**config.mk**
```make
export PLATFORM = sky130hd
export DESIGN_NAME = uart_calc_sequencer
export DESIGN_NICKNAME = d
export VERILOG_FILES = /design/src/rtl/calc_pkg.sv /design/src/rtl/calc_operand_acc.sv /design/src/rtl/uart_calc_sequencer.sv
export SDC_FILE = /design/constraint.sdc
export NUM_CORES = 1
export LEC_CHECK = 0
export CORE_ASPECT_RATIO = 0.5
export CORE_MARGIN = 2
export CORE_UTILIZATION = 54
export DETAILED_ROUTE_END_ITERATION = 10
export HOLD_SLACK_MARGIN = 0.02
export PLACE_DENSITY = 0.95
export SLEW_MARGIN = 10
export SYNTH_ARGS = -nofsm -noshare
export SYNTH_HDL_FRONTEND = slang
export SYNTH_SLANG_ARGS = --single-unit
```
**constraint.sdc**
```tcl
create_clock -name CLK -period 3.45 [get_ports CLK]
set_input_delay 1.035 -clock CLK [delete_from_list [all_inputs] [get_ports CLK]]
set_output_delay 1.035 -clock CLK [all_outputs]
set_load 0.005 [all_outputs]
```
**src/rtl/calc_pkg.sv**
```systemverilog
// Shared definitions for the UART calculator sequencer: state codes, ALU opcodes,
// default framing characters and the ASCII operator decoder.
package calc_pkg;

  typedef enum logic [7:0] {
    StA    = 8'h01,
    StB    = 8'h02,
    StExec = 8'h04,
    StTxr  = 8'h08,
    StTxc  = 8'h10,
    StTxe  = 8'h20
  } state_e;

  localparam int unsigned OpW = 6;

  localparam logic [OpW-1:0] OP_ADD = 6'b100000;
  localparam logic [OpW-1:0] OP_SUB = 6'b100010;
  localparam logic [OpW-1:0] OP_AND = 6'b100100;
  localparam logic [OpW-1:0] OP_OR  = 6'b100101;
  localparam logic [OpW-1:0] OP_XOR = 6'b100110;
  localparam logic [OpW-1:0] OP_NOR = 6'b100111;

  localparam logic [7:0] CR_CHAR_DEF  = 8'h0D;
  localparam logic [7:0] ERR_CHAR_DEF = 8'h3F;

  typedef struct packed {
    logic           valid;
    logic [OpW-1:0] op;
  } op_dec_t;

  function automatic op_dec_t ascii_to_op(input logic [7:0] c);
    op_dec_t d;
    d.valid = 1'b1;
    d.op    = OP_ADD;
    case (c)
      8'h2B:   d.op = OP_ADD;  // '+'
      8'h2D:   d.op = OP_SUB;  // '-'
      8'h26:   d.op = OP_AND;  // '&'
      8'h7C:   d.op = OP_OR;   // '|'
      8'h5E:   d.op = OP_XOR;  // '^'
      8'h7E:   d.op = OP_NOR;  // '~'
      default: begin
        d.valid = 1'b0;
        d.op    = '0;
      end
    endcase
    return d;
  endfunction

  function automatic logic is_digit(input logic [7:0] c);
    return (c >= 8'h30) && (c <= 8'h39);
  endfunction

endpackage

```
**src/rtl/calc_operand_acc.sv**
```systemverilog
// Decimal operand accumulator: value <= value*10 + digit (wrapping), plus a flag
// recording that at least one digit has been seen since the last clear.
module calc_operand_acc #(
  parameter int unsigned DATA_W = 8
) (
  input  logic              clk,
  input  logic              rst,
  input  logic              clear,
  input  logic              load_digit,
  input  logic [3:0]        digit,
  output logic [DATA_W-1:0] value,
  output logic              seen
);

  logic [DATA_W-1:0] value_q, value_d;
  logic              seen_q, seen_d;

  always_comb begin
    value_d = value_q;
    seen_d  = seen_q;
    if (clear) begin
      value_d = '0;
      seen_d  = 1'b0;
    end else if (load_digit) begin
      value_d = value_q * DATA_W'(10) + DATA_W'(digit);
      seen_d  = 1'b1;
    end
  end

  always_ff @(posedge clk or posedge rst) begin
    if (rst) begin
      value_q <= '0;
      seen_q  <= 1'b0;
    end else begin
      value_q <= value_d;
      seen_q  <= seen_d;
    end
  end

  assign value = value_q;
  assign seen  = seen_q;

endmodule

```
**src/rtl/uart_calc_sequencer.sv**
```systemverilog
// Parses "A op B CR" from the UART receiver, drives the external ALU, then sends
// the result byte followed by CR (or '?' on a parse error) through the transmitter.
module uart_calc_sequencer
  import calc_pkg::*;
#(
  parameter int unsigned DATA_W   = 8,
  parameter int unsigned OP_W     = 6,
  parameter logic [7:0]  CR_CHAR  = CR_CHAR_DEF,
  parameter logic [7:0]  ERR_CHAR = ERR_CHAR_DEF
) (
  input  logic              CLK,
  input  logic              RESET,
  input  logic              rx_done,
  input  logic [7:0]        rx_data,
  input  logic              tx_done,
  output logic              tx_start,
  output logic [7:0]        tx_data,
  output logic [DATA_W-1:0] alu_a,
  output logic [DATA_W-1:0] alu_b,
  output logic [OP_W-1:0]   alu_op,
  input  logic [DATA_W-1:0] alu_result,
  output logic [7:0]        LEDS,
  output logic [7:0]        STATE
);

  state_e          state_q, state_d;
  logic            tx_start_q, tx_start_d;
  logic [7:0]      tx_data_q, tx_data_d;
  logic [OP_W-1:0] op_q, op_d;
  logic [7:0]      leds_q, leds_d;

  logic    a_load, b_load, acc_clear;
  logic    a_seen, b_seen;
  logic    rx_ok, rx_digit;
  op_dec_t dec;

  // A received byte coinciding with tx_done is dropped in favour of the TX handshake.
  assign rx_ok    = rx_done & ~tx_done;
  assign rx_digit = is_digit(rx_data);
  assign dec      = ascii_to_op(rx_data);

  calc_operand_acc #(
    .DATA_W(DATA_W)
  ) u_acc_a (
    .clk       (CLK),
    .rst       (RESET),
    .clear     (acc_clear),
    .load_digit(a_load),
    .digit     (rx_data[3:0]),
    .value     (alu_a),
    .seen      (a_seen)
  );

  calc_operand_acc #(
    .DATA_W(DATA_W)
  ) u_acc_b (
    .clk       (CLK),
    .rst       (RESET),
    .clear     (acc_clear),
    .load_digit(b_load),
    .digit     (rx_data[3:0]),
    .value     (alu_b),
    .seen      (b_seen)
  );

  always_comb begin
    state_d    = state_q;
    tx_start_d = 1'b0;
    tx_data_d  = tx_data_q;
    op_d       = op_q;
    leds_d     = leds_q;
    a_load     = 1'b0;
    b_load     = 1'b0;
    acc_clear  = 1'b0;

    case (state_q)
      StA: begin
        if (rx_ok) begin
          if (rx_digit) begin
            a_load = 1'b1;
          end else if (dec.valid && a_seen) begin
            op_d    = OP_W'(dec.op);
            state_d = StB;
          end else begin
            tx_data_d  = ERR_CHAR;
            tx_start_d = 1'b1;
            state_d    = StTxe;
          end
        end
      end
      StB: begin
        if (rx_ok) begin
          if (rx_digit) begin
            b_load = 1'b1;
          end else if ((rx_data == CR_CHAR) && b_seen) begin
            state_d = StExec;
          end else begin
            tx_data_d  = ERR_CHAR;
            tx_start_d = 1'b1;
            state_d    = StTxe;
          end
        end
      end
      StExec: begin
        // Operands and opcode have been stable for a full cycle; capture the ALU.
        leds_d     = 8'(alu_result);
        tx_data_d  = 8'(alu_result);
        tx_start_d = 1'b1;
        state_d    = StTxr;
      end
      StTxr: begin
        if (tx_done) begin
          tx_data_d  = CR_CHAR;
          tx_start_d = 1'b1;
          state_d    = StTxc;
        end
      end
      StTxc, StTxe: begin
        if (tx_done) begin
          acc_clear = 1'b1;
          op_d      = '0;
          state_d   = StA;
        end
      end
      default: begin
        acc_clear = 1'b1;
        op_d      = '0;
        state_d   = StA;
      end
    endcase
  end

  always_ff @(posedge CLK or posedge RESET) begin
    if (RESET) begin
      state_q    <= StA;
      tx_start_q <= 1'b0;
      tx_data_q  <= '0;
      op_q       <= '0;
      leds_q     <= '0;
    end else begin
      state_q    <= state_d;
      tx_start_q <= tx_start_d;
      tx_data_q  <= tx_data_d;
      op_q       <= op_d;
      leds_q     <= leds_d;
    end
  end

  assign tx_start = tx_start_q;
  assign tx_data  = tx_data_q;
  assign alu_op   = op_q;
  assign LEDS     = leds_q;
  assign STATE    = state_q;

endmodule
```
# Word level (Yosys, flattened, before mapping)
# Cells that the tools add are included.
[word_totals] register_bits=49 latchBits=0 mem_bits_rw=0 mem_bits_ro=0 in_bits=20 output_inout_bits=47 word_cells=98 mem_count=0
[classes] addsub=2 mul=2 div=0 magnitude_cmp=2 eq_ne=22 shifts=0 mux=45 bitwise_logic=3 reduce_logical=13
[op_table] op="$mux W8" n=17
[op_table] op="$pmux W8 S5" n=1
[op_table] op="$mux W6" n=6
[op_table] op="$pmux W6 S6" n=1
[op_table] op="$eq A8 B6 Y1 const B" n=4
[op_table] op="$pmux W8 S4" n=1
[op_table] op="$eq A8 B7 Y1 const B" n=3
[op_table] op="$ne A2 B2 Y1 const B" n=9
[op_table] op="$pmux W6 S3" n=1
[op_table] op="$add A8 B4 Y8" n=2
[op_table] op="$eq A8 B4 Y1 const B" n=2
[op_table] op="$mul A8 B3 Y7 const B" n=2
[op_table] op="$mux W1" n=16
[op_table] op="$eq A8 B1 Y1 const B" n=1
[op_table] op="$eq A8 B2 Y1 const B" n=1
[op_table] op="$eq A8 B3 Y1 const B" n=1
[op_table] op="$eq A8 B5 Y1 const B" n=1
[op_table] op="$ge A8 B6 Y1 const B" n=1
[op_table] op="$le A8 B6 Y1 const B" n=1
[op_table] op="$reduce_and A8 Y1" n=1
[op_table] op="$reduce_and A6 Y1" n=1
[op_table] op="$reduce_or A6 Y1" n=1
[op_table] op="$reduce_and A5 Y1" n=1
[op_table] op="$pmux W1 S4" n=1
[op_table] op="other kinds (9)" n=13

# Depth between registers and ports, before layout
# Gate-level depths: netlist of run 1.
[depth] word_depth=8 mapped_depth=8 mapped_depth_nobuf=8

# By module
# Synthesis of run 1 repeated with hierarchy kept, for this count alone.
[unflattened] cells_unflattened=259 area_unflattened_um2=2737.6
[by_module_without_submodules] module="uart_calc_sequencer" n_inst=1 cells_each=133 area_per_inst_um2=1403.8 seq_area_each_um2=676.9
[by_module_without_submodules] module="calc_operand_acc" n_inst=2 cells_each=63 area_per_inst_um2=666.9 seq_area_each_um2=225.2

# Least setup slack after synthesis of run 1
# OpenSTA, ideal clock, no wires.
[synth_path] kind="input-to-reg" start="input rx_data[1]" end="register u_acc_b.value_q[7], in the netlist u_acc_b.value[7]" setup_time_ns=0.141 arrival_ns=2.276 required_ns=3.309 setup_slack_ns=1.033 path_stages=8 path_buffers=0 cell_sequence="ha_1 inv_1 fa_1 nor2b_1 o2111ai_1 xnor2_1 xnor2_1 o22ai_1"
[synth_between] elab_chain_len=6 elab_cells_between_ends=10 classes_between="1 x add/sub; 2 x order compare; 5 x mux; 2 x reduce/logical"
[synth_lines] item="start: declaration" line="uart_calc_sequencer.sv:14" source="input logic [7:0] rx_data,"
[synth_lines] item="$ge A8 B6 Y1 or $le A8 B6 Y1 (tied branches)" line="calc_pkg.sv:51" source="return (c >= 8'h30) && (c <= 8'h39);"
[synth_lines] item="$logic_and A1 B1 Y1" line="calc_pkg.sv:51"
[synth_lines] item="$mux W1" line="uart_calc_sequencer.sv:93" source="if (rx_digit) begin"
[synth_lines] item="$mux W1" line="uart_calc_sequencer.sv:92" source="if (rx_ok) begin"
[synth_lines] item="$mux W1" line="uart_calc_sequencer.sv:76" source="case (state_q)"
[synth_lines] item="$reduce_bool A2 Y1 (no source line)"
[synth_lines] item="end signal: assignment" line="calc_operand_acc.sv:35" source="value_q <= value_d;"
[synth_lines] item="end: declaration" line="calc_operand_acc.sv:15" source="logic [DATA_W-1:0] value_q, value_d;"
# Several ways; a longest one is shown, not always the timed one. The select of a mux whose other input is x is not followed.
# A chain may end at the register's enable or synchronous reset.

# Final worst setup path of run 1
# Ends and elaborated chain as after synthesis.

==> impl_metrics.yaml, run 1 <==
outcome:
  run_status: "complete, no violations"
floorplan:
  fp-row-count: 18
  floorplan.die_area_mm2: 0.00569
  fp.dieH_um: 54.4
  ios: 67
  coreArea_mm2: 0.00491
  initial_core_util_pct: 55.8
  die_w_um: 105
sta:
  max_slew_margin_pct: 54.8
  max_slew.worst_pin.slew_ns: 0.677
  fin_crit_sh_pct: 88.8
  finalSetupViolations: 0
  tns_ns: 0
  worst_clock_skew_ns: 0.00978
  rsz0062_at_grt: "no"
  period_needed_ns: 3.06
  maxClockFrequency_mhz: 326
  hold_viol: 0
  final_max_slew_viol_count: 0
  setup_ws_ns: 0.386
setup_path:
  data_arrival_time_of_the_worst_path_ns: 3.23
  max_stage_delay_ns: 0.64
  worst_setup_path_start_kind: "primary input"
  cpMaxStageDelayCell: "sky130_fd_sc_hd__clkdlybuf4s50_1"
  worstPathCellList: "clkdlybuf4s50_1, ha_1, inv_1, fa_1, nor2b_1, o2111ai_1, xnor2_1, xnor2_1, o22ai_1"
  critical_path_peak_fanout: 8
  type_of_destination_of_the_critical_path: "register"
  required_time_at_the_endpoint_of_the_critical_path_ns: 3.62
  cpMostUsedCell: "sky130_fd_sc_hd__xnor2_1"
  criticalPathCategory: "primary input to register"
synthesis:
  mean_post_synth_cell_area_um2: 9.44
  synth_top_area_cell: "sky130_fd_sc_hd__dfrtp_1"
  synth_largest_type_area_fraction_pct: 40.2
  sequential_element_share_of_the_synthesized_area_pct: 41.2
  post_synth_num_cell_types: 46
  synth_edf_count: 0
  ys_ff_latch: 45
  netlist_top_cells_area: "sky130_fd_sc_hd__dfrtp_1 (40%), sky130_fd_sc_hd__ha_1 (9.1%), sky130_fd_sc_hd__nand2_1 (6.4%)"
  synth_cells: 290
  share_of_synthesized_flip_flops_with_an_asynchronous_set_or_reset_pct: 100
  synthesis.area_mm2: 0.00274
  yosys_warnings: 0
  postSynth.topFlopCell: "sky130_fd_sc_hd__dfrtp_1"
place:
  gp_routability_congestion: 0.909
  port_buffers: 62
  place.detailed.hpwl_mm: 4.99
  dp_worst_setup_slack_ns: 0.202
routing:
  via_density_per_instance: 5.71
  detailedRoute.firstPassIterationCount: 5
  routed_wire_length_mm: 6.78
  dr_total_vias: 2416
  dr.first_iter.drc_count: 131
  drt_drc_violations_left: 0
  routed_length_per_placed_instance_um: 16.0
  postRouteAntennaNets: 0
cts:
  clk_latency_ns: 0.32
  cts-hold-fix-buffers: 0
  cts_tree: "yes"
  cts.clk_slew.worst_paths_ns: 0.10
  count_of_buffers_added_by_post_cts_timing_repair_for_setup: 0
  cts_buffers: 5
  h_tree_lvls: 2
  cts-root-to-sink-buffers: 2
  root_buffer: "sky130_fd_sc_hd__clkbuf_8"
  clock_net_sink_count: 45
  post_cts.resized_instances: 0
power:
  power_frac_clock_pct: 27.1
  p_sw_share_pct: 33.0
  internal_power_uw: 857
  ir_worst_vdd_mv: 0.188
  p_comb_share_pct: 27.8
  switching_power_uw: 422
  power.leakage_nw: 1.64
  powerDensity_mw_per_mm2: 366
  power_frac_seq_pct: 45.2
hold_path:
  min_path_type: "register to register"
final_layout:
  multiInputGateArea_mm2: 0.00146
  nNetsFinal: 396
  seq_area_mm2: 0.00113
  layout-drive-gt1-share_pct: 5.95
  areaGrowthSynthToFinish_pct: 27.7
  antenna_cells: 0
  fill_cells: 358
grt:
  grt_total_ovfl: 0
  global_route.usage.total_pct: 24.4
  antenna_found_initial: 0
  grt_first_pass_wirelength_mm: 10.8
  largest_net_degree_at_the_start_of_global_routing: 34
  number_of_global_route_vias_before_repair: 2360
job:
  max_cap_violations: 0
## worst paths after layout
path	start	to	slack, ns	cells past startpoint
worst min-delay path	LEDS[3]$_DFFE_PP0P_	LEDS[3]$_DFFE_PP0P_	0.48	2
worst max register to register	u_acc_b.value[1]$_DFFE_PP0P_	u_acc_b.value[7]$_DFFE_PP0P_	0.97	8
min in group asynchronous	RESET	tx_data[6]$_DFFE_PP0P_	1.13	2
worst min register to register	LEDS[3]$_DFFE_PP0P_	LEDS[3]$_DFFE_PP0P_	0.48	2
worst max-delay path	rx_data[1]	u_acc_b.value[7]$_DFFE_PP0P_	0.39	9
max in group asynchronous	RESET	u_acc_a.value[2]$_DFFE_PP0P_	1.64	3
## power groups by stage
stage	registers (mW)	clock network, mW	logic [mW]
after CTS	0.576	0.348	0.354
after global placement	0.585	0	0.338
after detailed placement	0.586	0	0.351
final	0.578	0.346	0.355
after global routing	0.581	0.369	0.384
after floorplan	0.571	0	0.234
## routing by layer
| layer | wire length (um) | vias up | GRT usage [%] | share of wire, % |
|---|---|---|---|---|
| li1 | - | 1116 | - | - |
| met1 | 2790 | 1183 | 27.2 | 41 |
| met2 | 3480 | 94 | 47.1 | 51 |
| met3 | 349 | 23 | 6.43 | 5.1 |
| met4 | 162 | 0 | 9.56 | 2.4 |
| met5 | 0 | - | 0 | 0 |
## area by class of cell
cell class | count | area share [%]
Clock buffer | 5 | 1.97
Clock inverter | 3 | 0.608
Inverter | 24 | 2.58
Multi-Input combinational cell | 211 | 41.7
Sequential cell | 45 | 32.2
Tap cell | 70 | 2.50
Timing Repair Buffer | 65 | 18.4
## cell usage after synthesis (2+ instances only)
master / instances
sky130_fd_sc_hd__o21ai_0: 12
sky130_fd_sc_hd__o2111ai_1: 2
sky130_fd_sc_hd__clkbuf_1: 2
sky130_fd_sc_hd__buf_4: 4
sky130_fd_sc_hd__inv_1: 23
sky130_fd_sc_hd__nand2b_1: 3
sky130_fd_sc_hd__nor2_1: 21
sky130_fd_sc_hd__buf_2: 7
sky130_fd_sc_hd__a21o_1: 5
sky130_fd_sc_hd__nand4b_1: 7
sky130_fd_sc_hd__nand2_1: 47
sky130_fd_sc_hd__xor2_1: 12
sky130_fd_sc_hd__xnor2_1: 9
sky130_fd_sc_hd__nor3_1: 4
sky130_fd_sc_hd__dfrtp_1: 44
sky130_fd_sc_hd__o22ai_1: 17
sky130_fd_sc_hd__ha_1: 20
sky130_fd_sc_hd__a22o_1: 2
sky130_fd_sc_hd__fa_1: 4
sky130_fd_sc_hd__nor2b_1: 2
sky130_fd_sc_hd__a21oi_1: 12
sky130_fd_sc_hd__or3_1: 3
sky130_fd_sc_hd__mux2i_1: 5
## flip-flops by register name, indices dropped and copies added (netlist names)
register,cells
LEDS,8
tx_data,8
u_acc_a.value,8
u_acc_b.value,8
STATE,6
alu_op,4
tx_start,1
u_acc_a.seen,1
u_acc_b.seen,1
## logic make-up after synthesis
| kind of cell | synth area share [%] |
|---|---|
| buffers and inverters | 5.94 |
| flip-flops | 41.2 |
| AND/OR/NAND/NOR | 18.5 |
| AO/OA/AOI/OAI | 13.7 |
| multiplexers | 1.83 |
| adder cells (fa/ha/maj) | 12.1 |
| other | 0.137 |
| XOR/XNOR | 6.72 |
## critical path, delay by kind of cell
kind	cells	cell delay, ns
AO/OA/AOI/OAI	2	0.26
XOR/XNOR	2	0.40
adder cells (fa/ha/maj)	2	0.65
buffers and inverters	2	0.70
AND/OR/NAND/NOR	1	0.19
## placed cells by master, fill, tap and decap left out, types with 2 or more instances in the layout
cell,n
sky130_fd_sc_hd__nor2b_1,2
sky130_fd_sc_hd__nand4b_1,7
sky130_fd_sc_hd__nand2b_1,3
sky130_fd_sc_hd__or3_1,3
sky130_fd_sc_hd__nor3_1,4
sky130_fd_sc_hd__nor2_1,21
sky130_fd_sc_hd__o2111ai_1,2
sky130_fd_sc_hd__a22o_1,2
sky130_fd_sc_hd__mux2i_1,5
sky130_fd_sc_hd__fa_1,4
sky130_fd_sc_hd__a21o_1,5
sky130_fd_sc_hd__xor2_1,12
sky130_fd_sc_hd__a21oi_1,12
sky130_fd_sc_hd__ha_1,20
sky130_fd_sc_hd__dfrtp_1,44
sky130_fd_sc_hd__xnor2_1,9
sky130_fd_sc_hd__conb_1,4
sky130_fd_sc_hd__inv_1,22
sky130_fd_sc_hd__clkbuf_8,5
sky130_fd_sc_hd__nand2_1,47
sky130_fd_sc_hd__o21ai_0,12
sky130_fd_sc_hd__clkdlybuf4s50_1,62
sky130_fd_sc_hd__o22ai_1,17
sky130_fd_sc_hd__buf_4,3
## metrics by stage
step / hold WS, ns / total power, mW / util, % / instances / area, um2
after floorplan: 0.470 / 0.805 / - / 293 / 2750
after global placement: 0.460 / 0.922 / 69.4 / 415 / 3410
after detailed placement: 0.465 / 0.937 / 69.4 / 415 / 3410
after CTS: 0.487 / 1.28 / 71.3 / 423 / 3500
after global routing: 0.527 / 1.33 / 71.3 / 423 / 3500
final: 0.484 / 1.28 / 71.3 / 423 / 3500
No activity file was read; power rests on OpenSTA's default activity.
==> inputs of run 2 (changes only) <==
PLACE_DENSITY = 0.86   (was 0.95)
==> impl_metrics.yaml, run 2 (synthesis results as in run 1) <==
power:
  power_frac_clock_pct: 29.7
  switching_power_uw: 396
  p_comb_share_pct: 26.7
  p_sw_share_pct: 29.9
  power_frac_seq_pct: 43.7
  power.leakage_nw: 1.65
  powerDensity_mw_per_mm2: 377
  internal_power_uw: 929
  ir_worst_vdd_mv: 0.224
grt:
  grt_first_pass_wirelength_mm: 10.4
  antenna_found_initial: 0
  largest_net_degree_at_the_start_of_global_routing: 33
  grt_total_ovfl: 0
  global_route.usage.total_pct: 23.4
  number_of_global_route_vias_before_repair: 2228
sta:
  max_slew_margin_pct: 55.2
  max_slew.worst_pin.slew_ns: 0.672
  tns_ns: 0
  hold_viol: 0
  finalSetupViolations: 0
  period_needed_ns: 2.96
  final_max_slew_viol_count: 0
  worst_clock_skew_ns: 0.00856
  fin_crit_sh_pct: 85.8
  maxClockFrequency_mhz: 338
  rsz0062_at_grt: "no"
final_layout:
  areaGrowthSynthToFinish_pct: 28.4
  nNetsFinal: 396
  multiInputGateArea_mm2: 0.00146
  most_frequent_standard_cell_in_the_layout_excluding_fill_and_tap_cells: "sky130_fd_sc_hd__clkdlybuf4s50_1"
  final_area_mm2: 0.00352
  seq_area_mm2: 0.00113
  fill_cells: 366
  layout-drive-gt1-share_pct: 5.67
  layout_common_cells: "sky130_fd_sc_hd__clkdlybuf4s50_1 (62), sky130_fd_sc_hd__nand2_1 (47), sky130_fd_sc_hd__dfrtp_1 (44)"
  antenna_cells: 0
cts:
  post_cts.resized_instances: 0
  clock_net_sink_count: 45
  cts-hold-fix-buffers: 0
  cts_tree: "yes"
  root_buffer: "sky130_fd_sc_hd__clkbuf_8"
  count_of_buffers_added_by_post_cts_timing_repair_for_setup: 0
  clk_latency_ns: 0.30
  cts_buffers: 5
  cts-root-to-sink-buffers: 2
  h_tree_lvls: 2
  cts.clk_slew.worst_paths_ns: 0.09
setup_path:
  critical_path_peak_fanout: 8
  data_arrival_time_of_the_worst_path_ns: 3.12
  cpMaxStageDelayCell: "sky130_fd_sc_hd__clkdlybuf4s50_1"
  criticalPathCategory: "primary input to register"
  type_of_destination_of_the_critical_path: "register"
  cpMostUsedCell: "sky130_fd_sc_hd__xnor2_1"
  worst_setup_path_start_kind: "primary input"
  required_time_at_the_endpoint_of_the_critical_path_ns: 3.61
  max_stage_delay_ns: 0.63
  worstPathCellList: "clkdlybuf4s50_1, ha_1, inv_1, fa_1, nor2b_1, o2111ai_1, xnor2_1, xnor2_1, o22ai_1"
routing:
  dr_total_vias: 2313
  routed_length_per_placed_instance_um: 14.8
  postRouteAntennaNets: 0
  routed_wire_length_mm: 6.26
  dr.first_iter.drc_count: 112
  drt_drc_violations_left: 0
  detailedRoute.firstPassIterationCount: 4
  via_density_per_instance: 5.47
floorplan:
  initial_core_util_pct: 55.8
  coreArea_mm2: 0.00491
  fp.dieH_um: 54.4
  die_w_um: 105
  floorplan.die_area_mm2: 0.00569
  fp-row-count: 18
  ios: 67
place:
  place.detailed.hpwl_mm: 4.57
  gp_routability_congestion: 0.863
  port_buffers: 62
  place_area_mm2: 0.00341
outcome:
  run_status: "complete, no violations"
hold_path:
  min_path_type: "register to register"
job:
  max_cap_violations: 0
[run 2: cell type report]
type | instances | area share, %
Clock buffer | 6 | 2.06
Timing Repair Buffer | 65 | 18.3
Inverter | 24 | 2.56
Clock inverter | 2 | 0.996
Sequential cell | 45 | 32.1
Multi-Input combinational cell | 211 | 41.5
Tap cell | 70 | 2.49
[run 2: worst paths after layout]
| check | to | cells after the start | slack [ns] | from |
|---|---|---|---|---|
| max | u_acc_b.value[7]$_DFFE_PP0P_ | 9 | 0.49 | rx_data[1] |
| min | LEDS[0]$_DFFE_PP0P_ | 2 | 0.49 | LEDS[0]$_DFFE_PP0P_ |
| max reg2reg | u_acc_b.value[7]$_DFFE_PP0P_ | 8 | 1.01 | u_acc_b.value[1]$_DFFE_PP0P_ |
| min reg2reg | LEDS[0]$_DFFE_PP0P_ | 2 | 0.49 | LEDS[0]$_DFFE_PP0P_ |
| max in group asynchronous | u_acc_a.value[3]$_DFFE_PP0P_ | 3 | 1.64 | RESET |
| min in group asynchronous | LEDS[6]$_DFFE_PP0P_ | 2 | 1.15 | RESET |
[run 2: power by group through the flow]
stage / Clock [mW] / Sequential [mW] / Combinational (mW)
3_5_place_dp: 0 / 0.586 / 0.350
2_1_floorplan: 0 / 0.571 / 0.234
3_3_place_gp: 0 / 0.585 / 0.343
5_1_grt: 0.427 / 0.581 / 0.385
6_report: 0.393 / 0.578 / 0.353
4_1_cts: 0.404 / 0.577 / 0.352
[run 2: through the flow]
| stage | power [mW] | util [%] | setup WS, ns | std cells | hold slack (ns) |
|---|---|---|---|---|---|
| 6_report | 1.32 | 71.6 | 0.490 | 423 | 0.488 |
| 5_1_grt | 1.39 | 71.6 | 0.335 | 423 | 0.513 |
| 4_1_cts | 1.33 | 71.6 | 0.514 | 423 | 0.486 |
| 3_5_place_dp | 0.936 | 69.4 | 0.193 | 415 | 0.465 |
| 3_3_place_gp | 0.928 | 69.4 | 0.292 | 415 | 0.460 |
| 2_1_floorplan | 0.805 | - | 1.03 | 293 | 0.470 |
[run 2: layer usage]
metal | GRT usage (%) | part of all wire (%)
met3 | 5.36 | 5.1
met1 | 29.3 | 45
met4 | 9.56 | 1.5
met5 | 0 | 0
met2 | 40.8 | 48
[run 2: worst max-delay path: cells and delay by family]
family | cells | cell delay [ns]
xor gates and xnor gates | 2 | 0.34
and+or+nand+nor | 1 | 0.18
buffers and inverters | 2 | 0.69
adders and majority gates | 2 | 0.63
AOI/OAI and AO/OA | 2 | 0.24
